[src/rtl/array_ctrl_if.sv]
`default_nettype none
// ============================================================================
//  Module      : array_ctrl_if
//  Description : Scheduler-to-sequencer handshake and systolic array
//                enable/clear control bundle.
//  Revision    : 1.0 - initial release
// ============================================================================
interface array_ctrl_if #(
    parameter int HEIGHT = 12,
    parameter int WIDTH  = 14,
    parameter int KW     = 16
);
    logic              start;
    logic [KW-1:0]     cfg_k;
    logic              cfg_reuse_w;
    logic              abort;
    logic              ready;
    logic              busy;
    logic              done;
    logic [HEIGHT-1:0] en_i;
    logic [HEIGHT-1:0] clr_i;
    logic [WIDTH-1:0]  en_w;
    logic [WIDTH-1:0]  clr_w;
    logic [WIDTH-1:0]  en_o;
    logic [WIDTH-1:0]  clr_o;

    modport master (
        output start, cfg_k, cfg_reuse_w, abort,
        input  ready, busy, done, en_i, clr_i, en_w, clr_w, en_o, clr_o
    );

    modport slave (
        input  start, cfg_k, cfg_reuse_w, abort,
        output ready, busy, done, en_i, clr_i, en_w, clr_w, en_o, clr_o
    );
endinterface
`default_nettype wire

[src/rtl/array_ctrl.sv]
`default_nettype none
// ============================================================================
//  Module      : array_ctrl
//  Description : Tile sequencer for a HEIGHT x WIDTH systolic array: weight
//                load, skewed input streaming and per-column output windows.
//  Revision    : 1.0 - initial release
// ============================================================================
module array_ctrl #(
    parameter int HEIGHT = 12,
    parameter int WIDTH  = 14,
    parameter int KW     = 16
) (
    input  wire logic       clk,
    input  wire logic       rst_n,
    array_ctrl_if.slave     bus
);

    localparam int c_HW_BITS = $clog2(HEIGHT + WIDTH);
    localparam int c_TW      = ((KW > c_HW_BITS) ? KW : c_HW_BITS) + 1;

    typedef enum logic [1:0] {
        S_IDLE   = 2'd0,
        S_WLOAD  = 2'd1,
        S_STREAM = 2'd2,
        S_DONE   = 2'd3
    } state_t;

    state_t            r_state;
    state_t            w_state_nxt;
    logic [c_TW-1:0]   r_t;
    logic [c_TW-1:0]   w_t_nxt;
    logic [KW-1:0]     r_k;
    logic [KW-1:0]     w_k_nxt;
    logic [c_TW-1:0]   w_k_ext;
    logic [c_TW-1:0]   w_last_wload;
    logic [c_TW-1:0]   w_last_stream;
    logic              w_accept;
    logic              w_wload_nxt;
    logic              w_stream_nxt;

    logic [HEIGHT-1:0] w_en_i, w_clr_i;
    logic [WIDTH-1:0]  w_en_o, w_clr_o;

    logic              r_ready, r_busy, r_done;
    logic [HEIGHT-1:0] r_en_i, r_clr_i;
    logic [WIDTH-1:0]  r_en_w, r_clr_w, r_en_o, r_clr_o;

    assign w_accept      = bus.start && !bus.abort && (r_state == S_IDLE);
    assign w_k_nxt       = w_accept ? bus.cfg_k : r_k;
    assign w_k_ext       = c_TW'(w_k_nxt);
    assign w_last_wload  = c_TW'(HEIGHT - 1);
    assign w_last_stream = c_TW'(r_k) + c_TW'(HEIGHT + WIDTH - 3);

    always_comb begin
        w_state_nxt = r_state;
        w_t_nxt     = '0;
        case (r_state)
            S_IDLE: begin
                if (w_accept) begin
                    if (bus.cfg_k == '0)
                        w_state_nxt = S_DONE;
                    else if (bus.cfg_reuse_w)
                        w_state_nxt = S_STREAM;
                    else
                        w_state_nxt = S_WLOAD;
                end
            end
            S_WLOAD: begin
                if (bus.abort)
                    w_state_nxt = S_IDLE;
                else if (r_t == w_last_wload)
                    w_state_nxt = S_STREAM;
                else
                    w_t_nxt = r_t + c_TW'(1);
            end
            S_STREAM: begin
                if (bus.abort)
                    w_state_nxt = S_IDLE;
                else if (r_t == w_last_stream)
                    w_state_nxt = S_DONE;
                else
                    w_t_nxt = r_t + c_TW'(1);
            end
            default: w_state_nxt = S_IDLE;
        endcase
    end

    assign w_wload_nxt  = (w_state_nxt == S_WLOAD);
    assign w_stream_nxt = (w_state_nxt == S_STREAM);

    // Window test (t - off) < K: when t < off the difference wraps above 2^KW-1,
    // because the counter carries a spare bit over both KW and the skew range.
    generate
        for (genvar h = 0; h < HEIGHT; h++) begin : g_row
            localparam logic [c_TW-1:0] c_OFF = c_TW'(h);
            assign w_en_i[h]  = w_stream_nxt && ((w_t_nxt - c_OFF) < w_k_ext);
            assign w_clr_i[h] = w_stream_nxt && (w_t_nxt == c_OFF);
        end
        for (genvar w = 0; w < WIDTH; w++) begin : g_col
            localparam logic [c_TW-1:0] c_OFF = c_TW'(w + HEIGHT - 1);
            assign w_en_o[w]  = w_stream_nxt && ((w_t_nxt - c_OFF) < w_k_ext);
            assign w_clr_o[w] = w_stream_nxt && (w_t_nxt == c_OFF);
        end
    endgenerate

    always_ff @(posedge clk or negedge rst_n) begin
        if (!rst_n) begin
            r_state <= S_IDLE;
            r_t     <= '0;
            r_k     <= '0;
            r_ready <= 1'b1;
            r_busy  <= 1'b0;
            r_done  <= 1'b0;
            r_en_i  <= '0;
            r_clr_i <= '0;
            r_en_w  <= '0;
            r_clr_w <= '0;
            r_en_o  <= '0;
            r_clr_o <= '0;
        end else begin
            r_state <= w_state_nxt;
            r_t     <= w_t_nxt;
            if (w_accept)
                r_k <= bus.cfg_k;
            r_ready <= (w_state_nxt == S_IDLE);
            r_busy  <= w_wload_nxt || w_stream_nxt;
            r_done  <= (w_state_nxt == S_DONE);
            r_en_i  <= w_en_i;
            r_clr_i <= w_clr_i;
            r_en_w  <= {WIDTH{w_wload_nxt}};
            r_clr_w <= {WIDTH{w_wload_nxt && (w_t_nxt == '0)}};
            r_en_o  <= w_en_o;
            r_clr_o <= w_clr_o;
        end
    end

    assign bus.ready = r_ready;
    assign bus.busy  = r_busy;
    assign bus.done  = r_done;
    assign bus.en_i  = r_en_i;
    assign bus.clr_i = r_clr_i;
    assign bus.en_w  = r_en_w;
    assign bus.clr_w = r_clr_w;
    assign bus.en_o  = r_en_o;
    assign bus.clr_o = r_clr_o;

endmodule
`default_nettype wire

[src/flat_wrapper.sv]
// flat-port wrapper written by rule: the top's interface ports become plain ports
module array_ctrl_flat 
#(
    parameter int HEIGHT = 12,
    parameter int WIDTH  = 14,
    parameter int KW     = 16
)
  (clk, rst_n, bus_start, bus_cfg_k, bus_cfg_reuse_w, bus_abort, bus_ready, bus_busy, bus_done, bus_en_i, bus_clr_i, bus_en_w, bus_clr_w, bus_en_o, bus_clr_o);
  array_ctrl_if #(.HEIGHT(HEIGHT), .WIDTH(WIDTH), .KW(KW)) bus_i ();
  input  wire logic clk;
  input  wire logic rst_n;
  input wire logic [$bits(bus_i.start)-1:0] bus_start;
  input wire logic [$bits(bus_i.cfg_k)-1:0] bus_cfg_k;
  input wire logic [$bits(bus_i.cfg_reuse_w)-1:0] bus_cfg_reuse_w;
  input wire logic [$bits(bus_i.abort)-1:0] bus_abort;
  output wire logic [$bits(bus_i.ready)-1:0] bus_ready;
  output wire logic [$bits(bus_i.busy)-1:0] bus_busy;
  output wire logic [$bits(bus_i.done)-1:0] bus_done;
  output wire logic [$bits(bus_i.en_i)-1:0] bus_en_i;
  output wire logic [$bits(bus_i.clr_i)-1:0] bus_clr_i;
  output wire logic [$bits(bus_i.en_w)-1:0] bus_en_w;
  output wire logic [$bits(bus_i.clr_w)-1:0] bus_clr_w;
  output wire logic [$bits(bus_i.en_o)-1:0] bus_en_o;
  output wire logic [$bits(bus_i.clr_o)-1:0] bus_clr_o;
  assign bus_i.start = bus_start;
  assign bus_i.cfg_k = bus_cfg_k;
  assign bus_i.cfg_reuse_w = bus_cfg_reuse_w;
  assign bus_i.abort = bus_abort;
  assign bus_ready = bus_i.ready;
  assign bus_busy = bus_i.busy;
  assign bus_done = bus_i.done;
  assign bus_en_i = bus_i.en_i;
  assign bus_clr_i = bus_i.clr_i;
  assign bus_en_w = bus_i.en_w;
  assign bus_clr_w = bus_i.clr_w;
  assign bus_en_o = bus_i.en_o;
  assign bus_clr_o = bus_i.clr_o;
  array_ctrl #(.HEIGHT(HEIGHT), .WIDTH(WIDTH), .KW(KW)) u_core (.clk(clk), .rst_n(rst_n), .bus(bus_i));
endmodule
[config.mk]
export PLATFORM = sky130hd
export DESIGN_NAME = array_ctrl_flat
export DESIGN_NICKNAME = d
export VERILOG_FILES = /design/src/rtl/array_ctrl_if.sv /design/src/rtl/array_ctrl.sv /design/src/flat_wrapper.sv
export SDC_FILE = /design/constraint.sdc
export NUM_CORES = 1
export LEC_CHECK = 0
export CAP_MARGIN = 30
export CORE_ASPECT_RATIO = 1.2
export CORE_MARGIN = 2
export CORE_UTILIZATION = 55
export DETAILED_ROUTE_END_ITERATION = 10
export PLACE_DENSITY = 0.89
export SYNTH_ARGS = -nofsm -noshare
export SYNTH_HDL_FRONTEND = slang
export SYNTH_SLANG_ARGS = --single-unit
[constraint.sdc]
create_clock -name clk -period 5.8 [get_ports clk]
set_input_delay 1.16 -clock clk [delete_from_list [all_inputs] [get_ports clk]]
set_output_delay 1.16 -clock clk [all_outputs]
set_load 0.01 [all_outputs]
* After elaboration in Yosys (flattened, before gate mapping)
Index checks and enable logic that the tools add are counted.
Widths: inputs -> output; s select.
** Storage, ports and cells
- Bits in registers :: 92
- Input bits :: 21
- Output and inout bits :: 83
- Word-level logic and storage cells :: 167
** Operators by class
- Add/subtract/negate cells :: 26
- $lt $le $gt $ge :: 25
- Equality and inequality tests :: 31
- Multiplexer cells :: 14
- Reductions and logical operators :: 59
** Operators with widths (count)
- $lt 17x16->1 :: 25
- $eq 17x4->1 const B :: 9
- $eq 17x5->1 const B :: 9
- $sub 17x5->17 const B :: 9
- $sub 17x4->17 const B :: 8
- $eq 17x3->1 const B :: 4
- $mux 17 :: 4
- $sub 17x3->17 const B :: 4
- $logic_and 1x1->1 :: 53
- $eq 17x2->1 const B :: 2
- $pmux 17 s2 :: 1
- $sub 17x2->17 const B :: 2
- $add 16x5->17 const B :: 1
- $add 17x1->17 const B :: 1
- $eq 17x1->1 const B :: 1
- $eq 17x17->1 :: 1
- $logic_not 17->1 :: 1
- $sub 17x1->17 const B :: 1
- $logic_not 16->1 :: 1
- $mux 16 :: 1
- $mux 2 :: 7
- $eq 2x2->1 const B :: 3
- $pmux 2 s3 :: 1
- $eq 2x1->1 const B :: 2
- other kinds (3) :: 4

* Logic depth before layout (Yosys ltp)
- Word-level depth :: 8
- Mapped depth :: 30
- Gate-level depth less buffers :: 27

* Worst setup path after synthesis
No wires, ideal clock.
- Path kind :: input-to-reg
- From :: input bus_abort
- To :: register u_core.r_en_i[7] (netlist: u_core.bus.en_i[7])
- Library setup time :: 125 ps
- Arrival :: 5486 ps
- Data required time :: 5675 ps
- Path slack :: 189 ps
- Cell stages on the path :: 22
- Path buffers :: 3
- Path through :: or3b_2 -> a21boi_0 -> o21a_1 -> buf_6 -> buf_4 -> nand2_2 -> inv_1 -> ha_1 -> clkbuf_1 -> xnor2_1 -> inv_1 -> ha_1 -> a21o_1 -> a21o_1 -> a21o_1 -> a21o_1 -> a21o_1 -> a21oi_1 -> nor2b_1 -> a311oi_1 -> o21ai_0 -> a2111oi_0
** On the way
- Elaborated cells on any way between the ends :: 15
- Those cells by class :: add/sub: 1; order compare: 1; eq/ne: 1; mux: 8; reduce/logical: 4
** RTL lines
- start, declared :: line flat_wrapper.sv:15 : input wire logic [$bits(bus_i.abort)-1:0] bus_abort;
- $mux 17, on equally long branches :: line array_ctrl.sv:77, array_ctrl.sv:69
- $pmux 17 s2 * :: line array_ctrl.sv:57 : case (r_state)
- net u_core.w_t_nxt[1] :: line array_ctrl.sv:31 : logic [c_TW-1:0] w_t_nxt;
- $sub 17x3->17 * :: line array_ctrl.sv:96 : assign w_en_i[h] = w_stream_nxt && ((w_t_nxt - c_OFF) < w_k_ext);
- $lt 17x16->1 * :: line array_ctrl.sv:96
- $logic_and 1x1->1 * :: line array_ctrl.sv:96
- net u_core.w_en_i[7] :: line array_ctrl.sv:41 : logic [HEIGHT-1:0] w_en_i, w_clr_i;
- end signal, assigned :: line array_ctrl.sv:128 : r_en_i <= w_en_i;
- end, declared :: line array_ctrl.sv:45 : logic [HEIGHT-1:0] r_en_i, r_clr_i;
The timed path passes the listed nets; every way through them passes the cells marked *.

* Worst setup path after layout
- From :: input bus_abort
- To :: register u_core.r_en_o[7] (netlist: u_core.bus.en_o[7])
** On the way
- Longest elaborated chain between the ends :: 7
- Elaborated cells on any way between the ends :: 15
- Those cells by class :: add/sub: 1; order compare: 1; eq/ne: 1; mux: 8; reduce/logical: 4
** RTL lines
- branches (longest 6 deep; another with $sub 17x5->17)
- $logic_and 1x1->1 * :: line array_ctrl.sv:101 : assign w_en_o[w] = w_stream_nxt && ((w_t_nxt - c_OFF) < w_k_ext);
- net u_core.w_en_o[7] :: line array_ctrl.sv:42 : logic [WIDTH-1:0] w_en_o, w_clr_o;
- end signal, assigned :: line array_ctrl.sv:132 : r_en_o <= w_en_o;
- end, declared :: line array_ctrl.sv:46 : logic [WIDTH-1:0] r_en_w, r_clr_w, r_en_o, r_clr_o;
Mark *: on every way through the listed nets, which the timed path passes.

==> reports/qor.csv <==
metric,value,unit
min_period_over_period,97.6,%
insertion_delay,0.39,ns
drc_errors,0,
boundaryPins,104,
dr.pass1.iters,6,
critical_path.max_fanout,24,
hold_viol,0,
synth_ff_type,dfrtp_1,
die_h,198,um
async_flop_share,100,%
slew_violations,0,
grt_pass1_vias,18800,
syn_area,0.0173,mm2
crit_arrival,5.95,ns
cts_buffer_depth,2,
timing.hold.ws,0.688,ns
place_hpwl,62300,um
initial_core_util,55.4,%
critPathSlowestCell,or3b_2,
criticalPathCategory,in -> reg,
track_usage,49.1,%
outcome,finished clean,
worstMarginPinSlew,1.07,ns
worstPathCellList,clkdlybuf4s50_1 -> or3b_2 -> a21boi_0 -> o21a_2 -> buf_4 -> buf_4 -> buf_4 -> a41o_1 -> nor2_1 -> xor2_1 -> ha_1 -> and3_1 -> nand3_1 -> o41ai_1 -> buf_4 -> a41oi_1 -> o311a_1,
synth_seq_area_share,13.0,%
core_area,0.0312,mm2
synth_edf_count,0,
cap_violations,0,
vias_per_cell,6.76,
die-area,0.0329,mm2
pwr_density_cell,339,mW/mm2
drive_gt1_share,15.8,%
drt-initial-drc-count,2300,
cp.required,6.09,ns
vias,18900,
antenna_left,0,
cp_common_cell,buf_4,
synth_nets,2496,
wire_per_inst,29.3,um
syn_area_per_cell,8.18,um2
ys_seq_elements,90,
clkTransAtPathRegs,0.09,ns
start_kind,input port,
antenna_found_initial,1,
leakage,9.72,nW
grt-ovfl-total,0,
netlist_instances,2113,
worstRegToRegCells,22,
gp_congestion,1.12,
cpPeakStageDelay,0.49,ns
setup_viol,0,
syn2layout_area_growth,22.1,%
cts_buffers,9,
htree_num_levels,3,
peakVddDrop,0.529,mV
finalNetCount,2778,
wl,82000,um
portBuffers,103,
whs_path_depth,2,
layout_min_cycle_time,5.66,ns
cts_tree,built,
critical_path.endpoint_type,flop,
hp-class,reg -> reg,
grt_max_degree,61,
synth_cell_types,86,
cts.sinks,90,
rows,71,
clock_skew,0.0222,ns
die_w,166,um
fmax,177,MHz
yosys_warnings,0,
ctsRootBufferMaster,clkbuf_16,
max-slew-margin-rel,28.3,%
pre_cts_ws,-0.179,ns
grt_pass1_wl,119000,um
setup_slack,0.142,ns
==> layout make-up <==
cell class / count / area (um2)
clock inverters: 7 / 81.3
diodes: 1 / 2.50
inverters: 68 / 258
well taps: 401 / 502
flip-flops and latches: 90 / 2250
repair buffers: 390 / 3370
multi-input cells: 1836 / 14400
fillers: 2630 / 10100
clock buffers: 9 / 225
==> critical path, delay by kind of cell <==
kind,cells,cell delay (ns)
AOI/OAI and AO/OA,6,1.78
buffers and inverters,5,1.44
adders and majority gates,1,0.24
and+or+nand+nor,4,0.80
xor gates and xnor gates,1,0.47
==> cell families (layout without fill, tap and decap cells) <==
group	Yosys count	count (layout)	synth area share, %
and+or+nand+nor	587	587	17.1
AOI/OAI and AO/OA	531	531	20.2
adders and majority gates	362	362	26.2
xor gates and xnor gates	338	338	17.1
buffers and inverters	187	474	5.31
DFF	90	90	13.0
muxes	18	18	1.04
other	0	1	0
==> registers in the layout (all words and copies together), names as in the netlist <==
register	count
u_core.bus.en_w	1
u_core.bus.clr_w	1
u_core.bus.en_i	11
u_core.bus.done	1
u_core.bus.ready	1
u_core.bus.en_o	14
u_core.bus.clr_o	14
u_core.r_t	17
u_core.bus.busy	1
u_core.r_k	16
u_core.bus.clr_i	11
u_core.r_state	2
==> path summary, 6_finish.rpt <==
kind / startpoint / end / slack (ns)
min in group asynchronous: rst_n / u_core.bus.en_o[10] / 0.75
max in group asynchronous: rst_n / u_core.r_k[0] / 3.83
hold / removal: u_core.r_k[15] / u_core.r_k[15] / 0.69
setup / recovery: bus_abort / u_core.bus.en_o[7] / 0.14
hold reg to reg: u_core.r_k[15] / u_core.r_k[15] / 0.69
setup reg to reg: u_core.r_t[1] / u_core.bus.en_o[7] / 0.19
==> through the flow <==
| step | power [mW] | instances | utilization, % | area [um2] | setup TNS, ns |
|---|---|---|---|---|---|
| 2_1_floorplan | 4.10 | 2113 | - | 17300 | 0 |
| 3_3_place_gp | 6.04 | 2784 | 66.4 | 20700 | -0.0747 |
| 3_5_place_dp | 6.23 | 2784 | 66.4 | 20700 | -0.187 |
| 4_1_cts | 6.92 | 2800 | 67.4 | 21000 | 0 |
| 5_1_grt | 7.64 | 2801 | 67.6 | 21100 | -0.00360 |
| 6_report | 7.16 | 2802 | 67.7 | 21100 | 0 |
==> power by group <==
group	switching, mW	leakage (nW)	internal, mW
logic	3.34	8.36	2.30
clock network	0.347	0.150	0.308
registers	0.154	1.21	0.713
==> placed cells by master, fill, tap and decap left out, drive strengths merged, types with 33 or more instances in the layout <==
master         count
nand4             33
inv               71
a21o              97
ha               362
xnor2            221
buf              287
xor2             117
nand2            180
nand3             59
clkdlybuf4s50    102
o21ai            139
nor2             113
nor3              38
and3              36
dfrtp             89
nor2b             37
a21oi            119
==> cells in the mapped netlist, types with 11 or more instances <==
cell	count	share of area, %
inv_1	63	1.4
nand3_1	59	1.7
buf_2	47	1.4
clkbuf_1	32	0.70
o21ai_0	127	3.7
a31oi_1	23	0.83
a211o_1	11	0.56
nor2b_1	37	1.3
a21oi_1	118	3.4
o21a_1	18	0.78
xnor2_1	221	11
nand4_1	33	1.2
nor3_1	38	1.1
a21o_1	97	4.2
xor2_1	117	5.9
nand2b_1	27	0.98
mux2i_1	18	1.0
nor2_1	111	2.4
o2111ai_1	11	0.56
dfrtp_1	89	13
and3_1	36	1.3
buf_4	33	1.4
nand2_1	176	3.8
ha_1	362	26
a211oi_1	20	0.87
==> per-layer routing <==
metal	routed length [um]	track usage (%)
met1	29100	57.5
met2	34300	75.3
met3	10100	12.6
met4	8520	41.4
met5	0	0
==> repair_timing <==
| action | CTS | global route |
|---|---|---|
| gates resized for setup | 0 | 16 |
| setup endpoints to repair | 0 | 21 |
| hold buffers | 0 | 0 |
| buffers inserted | 0 | 0 |
(Power assumes the default switching activity.)
==> RTL edit: new RTL, config.mk and constraints unchanged <==
`HEIGHT` is set to 12 in 3 places; all go to 13.
--- a/src/rtl/array_ctrl_if.sv
+++ b/src/rtl/array_ctrl_if.sv
@@ -6,7 +6,7 @@
 //  Revision    : 1.0 - initial release
 // ============================================================================
 interface array_ctrl_if #(
-    parameter int HEIGHT = 12,
+    parameter int HEIGHT = 13,
     parameter int WIDTH  = 14,
     parameter int KW     = 16
 );
--- a/src/rtl/array_ctrl.sv
+++ b/src/rtl/array_ctrl.sv
@@ -6,7 +6,7 @@
 //  Revision    : 1.0 - initial release
 // ============================================================================
 module array_ctrl #(
-    parameter int HEIGHT = 12,
+    parameter int HEIGHT = 13,
     parameter int WIDTH  = 14,
     parameter int KW     = 16
 ) (
--- a/src/flat_wrapper.sv
+++ b/src/flat_wrapper.sv
@@ -1,7 +1,7 @@
 // flat-port wrapper written by rule: the top's interface ports become plain ports
 module array_ctrl_flat 
 #(
-    parameter int HEIGHT = 12,
+    parameter int HEIGHT = 13,
     parameter int WIDTH  = 14,
     parameter int KW     = 16
 )
Interface: changed (resized bus_clr_i and bus_en_i); port bits go from 104 to 106. The function was not compared with the original's and may differ.
==> RTL edit against the unedited design <==
- sequential cell count is 2 higher
- hold slack worse by 0.029 ns
- cell area is 3.0% higher
- core utilization is 0.065 points lower
- total power is 1.9% higher
- worst setup slack worse by 0.059 ns
- wire length is 7.3% higher
- synthesized area is 3.5% higher
- critical path type unchanged
- highest routed layer is now met5
==> RTL edit: results (changes against the unedited design) <==
| Metric | Value |
|---|---|
| Status | completed (unchanged) |
| Compound-cell area share of the yosys netlist | 0.218 (was 0.202) |
| Seq/Total Area, Yosys | 0.129 (was 0.130) |
| H-tree depth | 3 (unchanged) |
| GPL Wtd Cong | 1.18 (was 1.12) |
| Synth area leaders | ha_1 (26%), dfrtp_1 (13%), xnor2_1 (9.4%) (was ha_1 (26%), dfrtp_1 (13%), xnor2_1 (11%)) |
| Clock power frac | 0.098 (was 0.091) |
| Crit path largest cell delay | 0.70 ns (was 0.49 ns) |
| Clk tree area frac | 0.0146 (was 0.0145) |
| EDFF count, synth | 0 (unchanged) |
| Clk_skew | 0.0269 ns (was 0.0222 ns) |
| Leak | 9.44 nW (was 9.72 nW) |
| Seq area share | 0.106 (was 0.107) |
| Comb pwr | 5.72 mW (was 5.64 mW) |
| GRT Total Usage | 0.515 (was 0.491) |
| Peak VDD IR | 243 uV (was 529 uV) |
| First-pass GRT wire length | 129000 um (was 119000 um) |
| DP HPWL | 67600 um (was 62300 um) |
| Cell family contributing the most delay on the critical path | compound AO/OA/AOI/OAI gates (unchanged) |
| Buffers on Ports | 105 (was 103) |
| Ys async rst share | 1.00 (unchanged) |
| Adder-Cell Fraction of Synth Area | 0.264 (was 0.262) |
| Repair and plain buffers | 408 (was 390) |
| Post-synth cell types | 84 (was 86) |
| Net Count, Synth | 2597 (was 2496) |
| TritonRoute pass-1 iters | 8 (was 6) |
| # clk buffers | 11 (was 9) |
| Worst-Margin Slew | 1.10 ns (was 1.07 ns) |
| NonClk Buf Share | 0.158 (was 0.160) |
| Post-Synthesis Cells | 2199 (was 2113) |
| Mux cell area share after synthesis | 0.0107 (was 0.0104) |
| Vias in the first global route | 20323 (was 18782) |
| Vias per cell | 6.97 (was 6.76) |
| FILL cells | 2712 (was 2630) |
| Proportion of layout cells with a drive suffix above 1 | 0.158 (about the same) |
| Final Net Count | 2881 (was 2778) |
| Iter 0 DRT Violations | 2456 (was 2300) |
| Initial antenna violation count | 4 (was 1) |
| Sw Pwr | 3.90 mW (was 3.84 mW) |
| Count of multi-input combinational gates | 1883 (was 1836) |
| Largest net degree at the start of global routing | 49 (was 61) |
| Post-synth top cells | ha_1 (377), xnor2_1 (192), a21oi_1 (190) (was ha_1 (362), xnor2_1 (221), nand2_1 (176)) |
| Area of the multi-input gates | 14800 um^2 (was 14400 um^2) |
| Invs w/o clock | 89 (was 68) |
| Antenna Cells | 2 (was 1) |
| CTS Buf Count | 9 (unchanged) |
| Largest regs | u_core.r_t x17, u_core.r_k x16 (unchanged) |
| Post-Synth XOR/XNOR Area | 0.164 (was 0.171) |
| Average routed wire per standard cell | 30.4 um (was 29.3 um) |
| Clock Pin Slew Worst Setup and Hold Paths | 0.07 ns (was 0.09 ns) |
| Post-Route WL | 88000 um (was 82000 um) |
| Crit path DAT | 5.92 ns (was 5.95 ns) |
| Critical-path top delay cell | a2111oi_0 (was or3b_2) |
| Ys flop type | dfrtp_1 (unchanged) |
| Crit-path max FO | 15 (was 24) |
| FFs & Latches | 92 (was 90) |
==> RTL edit: changes by cell type after synthesis, sizes merged, moves of 16 or more <==
| cell | change |
|---|---|
| nor2 | +22 |
| a21o | -45 |
| a21oi | +71 |
| inv | +19 |
| nor3 | +20 |
| clkbuf | +17 |
| o21ai | -26 |
| nand2 | -45 |
| xnor2 | -29 |
| o21a | +16 |
| and3 | -28 |
| xor2 | +26 |
==> RTL edit: final timing paths <==
kind / startpoint / to / depth (start not counted) / slack, ns
worst max-delay path: bus_abort / u_core.bus.en_i[8]$_DFF_PN0_ / 19 / 0.08
worst min-delay path: u_core.r_k[7]$_DFF_PN0_ / u_core.r_k[7]$_DFF_PN0_ / 2 / 0.66
worst max register to register: u_core.r_k[4]$_DFF_PN0_ / u_core.bus.en_i[8]$_DFF_PN0_ / 17 / 0.14
worst min register to register: u_core.r_k[7]$_DFF_PN0_ / u_core.r_k[7]$_DFF_PN0_ / 2 / 0.66
max in group asynchronous: rst_n / u_core.bus.en_o[6]$_DFF_PN0_ / 2 / 3.88
min in group asynchronous: rst_n / u_core.r_t[3]$_DFF_PN0_ / 1 / 0.81
==> RTL edit: through the flow <==
stage / utilization / worst slack, ns / setup TNS, ns / power (mW) / instance area (um^2)
floorplan: - / 0.00813 / 0 / 4.11 / 17900
global placement: 0.663 / -0.186 / -0.213 / 6.04 / 21300
detailed placement: 0.663 / -0.257 / -1.29 / 6.28 / 21300
CTS: 0.673 / 0.0878 / 0 / 7.01 / 21600
global route: 0.676 / 0.00465 / 0 / 7.80 / 21700
finish: 0.676 / 0.0834 / 0 / 7.30 / 21700
==> RTL edit: layer usage <==
metal  global-route usage  share of wire  up-vias
met4                0.476           0.12        4
met3                0.136           0.12      634
met5                    0        0.00032        -
met2                0.772           0.41     1657
met1                0.597           0.35     9340
li1                     -              -     8554
